==> config.mk <==
export PLATFORM = sky130hd
export DESIGN_NAME = pc_fetch_unit
export DESIGN_NICKNAME = d
export VERILOG_FILES = /design/src/rtl/mips_pkg.sv /design/src/rtl/pc_next_sel.sv /design/src/rtl/pc_fetch_unit.sv
export SDC_FILE = /design/constraint.sdc
export NUM_CORES = 1
export LEC_CHECK = 0
export CORE_ASPECT_RATIO = 0.75
export CORE_MARGIN = 2
export CORE_UTILIZATION = 42
export CTS_CLUSTER_SIZE = 30
export DETAILED_ROUTE_END_ITERATION = 12
export PLACE_DENSITY_LB_ADDON = 0.08
export SYNTH_ARGS = -nofsm -noshare
export SYNTH_HDL_FRONTEND = slang
export SYNTH_SLANG_ARGS = --single-unit
export TNS_END_PERCENT = 20
==> constraint.sdc <==
create_clock -name clk -period 1.9 [get_ports clk]
set_clock_uncertainty 0.2 [all_clocks]
set_input_delay 0.285 -clock clk [delete_from_list [all_inputs] [get_ports clk]]
set_output_delay 0.285 -clock clk [all_outputs]
set_load 0.005 [all_outputs]
==> src/rtl/mips_pkg.sv <==
// rtl/mips_pkg.sv - shared fetch-stage types and constants
package mips_pkg;

  typedef enum logic [0:0] {
    FETCH = 1'b0,
    DRAIN = 1'b1
  } fetch_state_t;

  localparam logic [31:0] RESET_PC_DEFAULT = 32'h0000_0000;
  localparam logic [31:0] NOP_INSTR        = 32'h0000_0000;

endpackage

==> src/rtl/pc_next_sel.sv <==
// rtl/pc_next_sel.sv - next-PC source selection for the fetch unit
module pc_next_sel
  import mips_pkg::*;
#(
  parameter int WIDTH = 32
) (
  input  fetch_state_t     state,
  input  logic             req,
  input  logic             ack,
  input  logic             jump,
  input  logic             branch_taken,
  input  logic [WIDTH-1:0] jump_target,
  input  logic [WIDTH-1:0] branch_target,
  input  logic [WIDTH-1:0] pending,
  input  logic [WIDTH-1:0] pc_cur,
  input  logic [WIDTH-1:0] pc_plus4,
  output logic             redirect,
  output logic [WIDTH-1:0] target,
  output logic [WIDTH-1:0] pc_next
);

  // Jump wins over branch; a redirect that hits an in-flight request is
  // deferred (PC holds) until the memory drains, otherwise it applies now.
  always_comb begin
    redirect = jump || branch_taken;
    target   = jump ? jump_target : branch_target;
    pc_next  = pc_cur;
    case (state)
      FETCH: begin
        if (redirect) begin
          if (!(req && !ack)) pc_next = target;
        end else if (ack) begin
          pc_next = pc_plus4;
        end
      end
      DRAIN: begin
        if (ack) pc_next = redirect ? target : pending;
      end
      default: pc_next = pc_cur;
    endcase
  end

endmodule

==> src/rtl/pc_fetch_unit.sv <==
// rtl/pc_fetch_unit.sv - PC register, fetch FSM and IF/ID instruction slot
module pc_fetch_unit
  import mips_pkg::*;
#(
  parameter int               WIDTH    = 32,
  parameter logic [WIDTH-1:0] RESET_PC = WIDTH'(RESET_PC_DEFAULT)
) (
  input  logic             clk,
  input  logic             rst_n,
  output logic [WIDTH-1:0] pc_out,
  input  logic [WIDTH-1:0] pc_plus4_in,
  input  logic             branch_taken,
  input  logic [WIDTH-1:0] branch_target,
  input  logic             jump,
  input  logic [WIDTH-1:0] jump_target,
  input  logic             stall,
  output logic             imem_req,
  output logic [WIDTH-1:0] imem_addr,
  input  logic             imem_ack,
  input  logic [WIDTH-1:0] imem_rdata,
  output logic [WIDTH-1:0] instr_out,
  output logic [WIDTH-1:0] instr_pc,
  output logic             instr_valid
);

  fetch_state_t     state;
  fetch_state_t     state_next;
  logic [WIDTH-1:0] pc_reg;
  logic [WIDTH-1:0] pc_next;
  logic [WIDTH-1:0] pending;
  logic [WIDTH-1:0] drain_addr;
  logic [WIDTH-1:0] target;
  logic             redirect;
  logic             ack;
  logic             consume;

  assign pc_out  = pc_reg;
  assign ack     = imem_req && imem_ack;
  assign consume = instr_valid && !stall;

  pc_next_sel #(
    .WIDTH(WIDTH)
  ) u_next_sel (
    .state        (state),
    .req          (imem_req),
    .ack          (ack),
    .jump         (jump),
    .branch_taken (branch_taken),
    .jump_target  (jump_target),
    .branch_target(branch_target),
    .pending      (pending),
    .pc_cur       (pc_reg),
    .pc_plus4     (pc_plus4_in),
    .redirect     (redirect),
    .target       (target),
    .pc_next      (pc_next)
  );

  // Request/address outputs; reset kills the request without waiting for a clock.
  always_comb begin
    imem_req  = 1'b0;
    imem_addr = pc_reg;
    case (state)
      FETCH: imem_req = rst_n && !(instr_valid && stall);
      DRAIN: begin
        imem_req  = rst_n;
        imem_addr = drain_addr;
      end
      default: imem_req = 1'b0;
    endcase
  end

  // Next state: a redirect against an unacknowledged request must drain it first.
  always_comb begin
    state_next = state;
    case (state)
      FETCH:   if (redirect && imem_req && !ack) state_next = DRAIN;
      DRAIN:   if (ack) state_next = FETCH;
      default: state_next = FETCH;
    endcase
  end

  // State register.
  always_ff @(posedge clk or negedge rst_n) begin
    if (!rst_n) state <= FETCH;
    else        state <= state_next;
  end

  // PC, deferred redirect target and the address frozen while draining.
  always_ff @(posedge clk or negedge rst_n) begin
    if (!rst_n) begin
      pc_reg     <= RESET_PC;
      pending    <= '0;
      drain_addr <= '0;
    end else begin
      pc_reg <= pc_next;
      if (redirect && state_next == DRAIN) pending <= target;
      if (state == FETCH && state_next == DRAIN) drain_addr <= pc_reg;
    end
  end

  // IF/ID slot: squash on redirect, load on a FETCH ack, empty when consumed.
  always_ff @(posedge clk or negedge rst_n) begin
    if (!rst_n) begin
      instr_out   <= WIDTH'(NOP_INSTR);
      instr_pc    <= '0;
      instr_valid <= 1'b0;
    end else if (redirect) begin
      instr_valid <= 1'b0;
    end else if (state == FETCH && ack) begin
      instr_out   <= imem_rdata;
      instr_pc    <= pc_reg;
      instr_valid <= 1'b1;
    end else if (consume) begin
      instr_valid <= 1'b0;
    end
  end

endmodule

==> flow_results.org, run 1 <==
** Status
- Result of the run :: finished with violations
- The checks that failed: negative setup slack.

** Worst setup path
- Worst endpoint data arrival time :: 1.64 ns
- End of the worst register-to-register path :: drain_addr[7]
- Maximum fanout count along the critical path :: 6
- Startpoint of the worst-slack reg-to-reg timing path :: state
- For the worst flop-to-flop path, the logic depth is 6.
- The worst setup path is of the flip-flop to primary output kind.
- Data required time at the worst endpoint :: 1.41 ns
- The worst setup path is captured at a primary output.
- The setup check on the worst reg-to-reg path leaves a slack of -0.21 ns.
- Critical Path Start Type :: flip-flop

** Placed design
- Weighted congestion at the end of routability-driven global placement :: 0.784
- In this run the cell area measured after placement is between 10000 and 15000 um^2.
- Input/output buffers :: ~260
- Detailed placement ended at an HPWL of 15.0 mm.

** Finish
- Once layout is done, the placed cells without fillers occupy 12500 um^2.
- The net count of the finished layout is approximately 1000.
- Synth-to-layout area growth :: 55.9%
- Share of cells above drive strength 1 :: 0.438

** Synthesis
- Of the post-synthesis cell area, the dominant cell type holds 0.505.
- Leading area contributor after synthesis :: sky130_fd_sc_hd__dfrtp_1
- Yosys instantiated no cell more often than sky130_fd_sc_hd__dfrtp_1.
- Post-Synthesis Cells :: between 500 and 600
- The portion of synthesized area spent on multiplexers is 0.394.
- Most used DFF post-synth :: sky130_fd_sc_hd__dfrtp_1
- Of the total synthesized cell area, the portion taken by XOR and XNOR cells is 0.
- Synthesized net count :: 696
- Compound-gate portion of the synthesized area :: 0.0250
- Count of flip-flops with a built-in enable after synthesis :: 0
- Number of flip-flops and latches in the synthesized netlist :: around 160
- Of the total synthesized cell area, the portion taken by full adders, half adders and majority gates is 0.
- The share of the Yosys chip area taken by registers is 0.505.
- Number of library cell types mapped by synthesis :: 24
- In this run the cell area of the synthesized design comes to 8020 um^2.
- Synthesized area divided by synthesized cell count :: 14.3 um^2
- Main combinational cell family by area after synthesis :: multiplexers
- YS warnings :: 0
- Top cells by instance count after synthesis :: 162 x sky130_fd_sc_hd__dfrtp_1, 100 x sky130_fd_sc_hd__mux2_2, 90 x sky130_fd_sc_hd__mux2_4
- Ranked by total cell area, the synthesized netlist is headed by sky130_fd_sc_hd__dfrtp_1 51%, sky130_fd_sc_hd__mux2_4 17%, sky130_fd_sc_hd__mux2_2 14%.
- Of the total synthesized cell area, the portion taken by AND, OR, NAND and NOR gates is 0.0253.
- Async set-reset flop share out of synthesis :: 1.00

** Clock tree
- Clock tree synthesis found a total of 162 sinks.
- TritonCTS built the clock tree.
- H-tree depth :: 4
- Clock Latency Late Sink :: 0.42 ns
- Clock tree synthesis inserted a total of 17 buffers.
- Clock Tree Buf Depth :: 2
- Root Driver :: sky130_fd_sc_hd__clkbuf_16
- After clock tree synthesis, the clock-pin slew on the worst setup and hold paths is 0.06 ns.

** Global route
- Aggregate global-route resource usage :: 0.221
- Sum of overflow across all layers after global routing :: 0
- Largest net degree at the start of global routing :: 52
- The initial antenna violation count was 2.
- The number of global-route vias before repair is 5920.
- The first global-routing pass estimated between 30 and 40 mm of wire.

** STA
- Hold_ws :: ~0.009 ns
- Max-slew headroom :: 0.632
- The final number of max-transition violations is 0.
- Max frequency :: 0.471 GHz
- The routed design could run at a clock period as short as 2.12 ns.
- Dividing the final minimum period by the clock period gives 1.12.
- Across all setup checks in the final design, the least slack found is -0.222 ns.
- Slew at the pin closest to its max-slew limit :: 0.552 ns
- Setup repair after global routing could not meet its margin everywhere.
- Final Hold Violating Endpoints :: 0
- Setup violations remaining at the end of the flow were counted as 151.

** Detailed routing
- Count of routing violations after the opening detailed-route iteration :: 196
- First-pass detailed-route iteration total :: 4
- Once detail routing completed, the nets flagged for antenna violations numbered 0.
- Overall via count from detail_route :: 5644
- After detailed routing, the number of vias per cell comes to 4.89.
- In the routed design, unresolved DRC markers number 0.
- Total Wirelength :: 22.1 mm
- Routed wirelength normalized by instance count :: 19.2 um

** Floorplan
- The initial utilization of the core area, before any placement, comes to 0.431.
- Width of the die :: 164 um
- After floorplanning, the core was divided into 43 placement rows.
- approximately 260 I/O pins were placed.
- DIE AREA :: 20200 um^2
- Die extent in y :: ~120 um
- Core Footprint :: 18600 um^2

** Job
- The tool flagged a number of max-cap violations equal to 0.

** Power and ir drop
- Largest vdd supply drop :: 0.488 mV
- Dividing total power by cell area gives a power density of 1120 nW/um^2.
- The analysis attributes to cell leakage a power of between 5 and 6 nW.

** Min path
- Path category of the worst min-delay check :: input port to flip-flop
- Critical hold path startpoint :: rst_n
- Instance count along the most critical hold path :: 3
- The worst hold path terminates at state.
## where the power goes
| part | internal, W | switching, W | leakage [nW] |
|---|---|---|---|
| sequential | 0.00459 | 0.000809 | 1.94 |
| clock | 0.00180 | 0.00140 | 0.252 |
| combinational | 0.00362 | 0.00173 | 3.47 |
| total | 0.0100 | 0.00394 | 5.66 |
## per-stage QoR
| stage | utilization | worst slack, ns | std cells | TNS [ns] | total power, W |
|---|---|---|---|---|---|
| after floorplan | - | -0.000101 | 562 | -0.00304 | 0.00745 |
| after global placement | 0.603 | -0.411 | 1091 | -52.07 | 0.0102 |
| after detailed placement | 0.603 | -0.450 | 1091 | -54.69 | 0.0104 |
| after CTS | 0.664 | -0.247 | 1149 | -24.79 | 0.0140 |
| after global routing | 0.672 | -0.278 | 1153 | -27.77 | 0.0147 |
| final | 0.672 | -0.222 | 1154 | -18.23 | 0.0139 |
## kinds of logic (layout without fill, tap and decap cells)
group | Yosys count | after routing
flops | 162 | 162
compound gates | 37 | 37
other cells | 0 | 1
buf+inv | 66 | 410
mux | 258 | 258
simple gates | 39 | 39
## worst max-delay path by stage
stage	end	cells after the start	startpoint
4_1_cts	imem_addr[21]	5	state
3_3_place_gp	drain_addr[0]	5	stall
6_report	imem_addr[28]	5	state
5_1_grt	drain_addr[29]	6	state
2_1_floorplan	drain_addr[10]	5	state
3_5_place_dp	instr_out[31]	6	branch_taken
## repair_timing
action                     in CTS  in global routing
hold buffers                    1                  0
resized for setup             266                 30
hold endpoints to repair      112                  0
cloned                          7                  1
pin swaps                      31                  3
buffers inserted               20                  3
setup endpoints to repair      79                246
## layout by cell type, fill, tap and decap left out, drive strengths merged, types with 2 or more instances in the layout
cell type	netlist	routed
buf	23	116
dlygate4sd2	0	2
inv	32	35
clkinvlp	0	5
nand2	32	32
dlymetal6s2s	0	12
o21ai	30	30
mux2i	68	68
dfrtp	162	162
clkinv	0	3
nor2	2	2
clkbuf	11	20
clkdlybuf4s50	0	214
mux2	190	190
nor4b	2	2
## routing by layer
metal  global-route usage  part of all wire  up-vias  routed length [um]
met5                    0           0.00050        -                  11
met4               0.0587             0.011        2                 238
met3               0.0659             0.079       17                1750
met2                0.358              0.47      180               10500
met1                0.293              0.44     2816                9640
li1                     -                 -     2629                   -
## cell type report
| class | instances | area (um^2) |
|---|---|---|
| antenna | 1 | 2.50 |
| clock buffer | 19 | 433 |
| clock inverter | 12 | 109 |
| fill | 1411 | 6110 |
| inverter | 32 | 120 |
| multi-input combinational | 334 | 3830 |
| sequential | 162 | 4060 |
| tap | 247 | 309 |
| timing repair buffer | 347 | 3640 |
## state kept, by name, summed over array words and instances (netlist names)
| register | cells |
|---|---|
| state | 1 |
| instr_valid | 1 |
| pending | 32 |
| instr_pc | 32 |
| drain_addr | 32 |
| pc_out | 32 |
| instr_out | 32 |
## critical path, stage by stage (launching register included)
cell and delay (ns):
sky130_fd_sc_hd__dfrtp_4 0.54, sky130_fd_sc_hd__buf_4 0.17, sky130_fd_sc_hd__buf_12 0.13, sky130_fd_sc_hd__buf_16 0.13, sky130_fd_sc_hd__o21ai_1 0.12, sky130_fd_sc_hd__buf_2 0.13
No activity file was read; power rests on OpenSTA's default activity.
==> inputs of run 2 (changes only) <==
CTS_CLUSTER_SIZE = unset   (was 30)
==> results of run 2 <==
Final layout, timing and power as in run 1 (identical DEF).
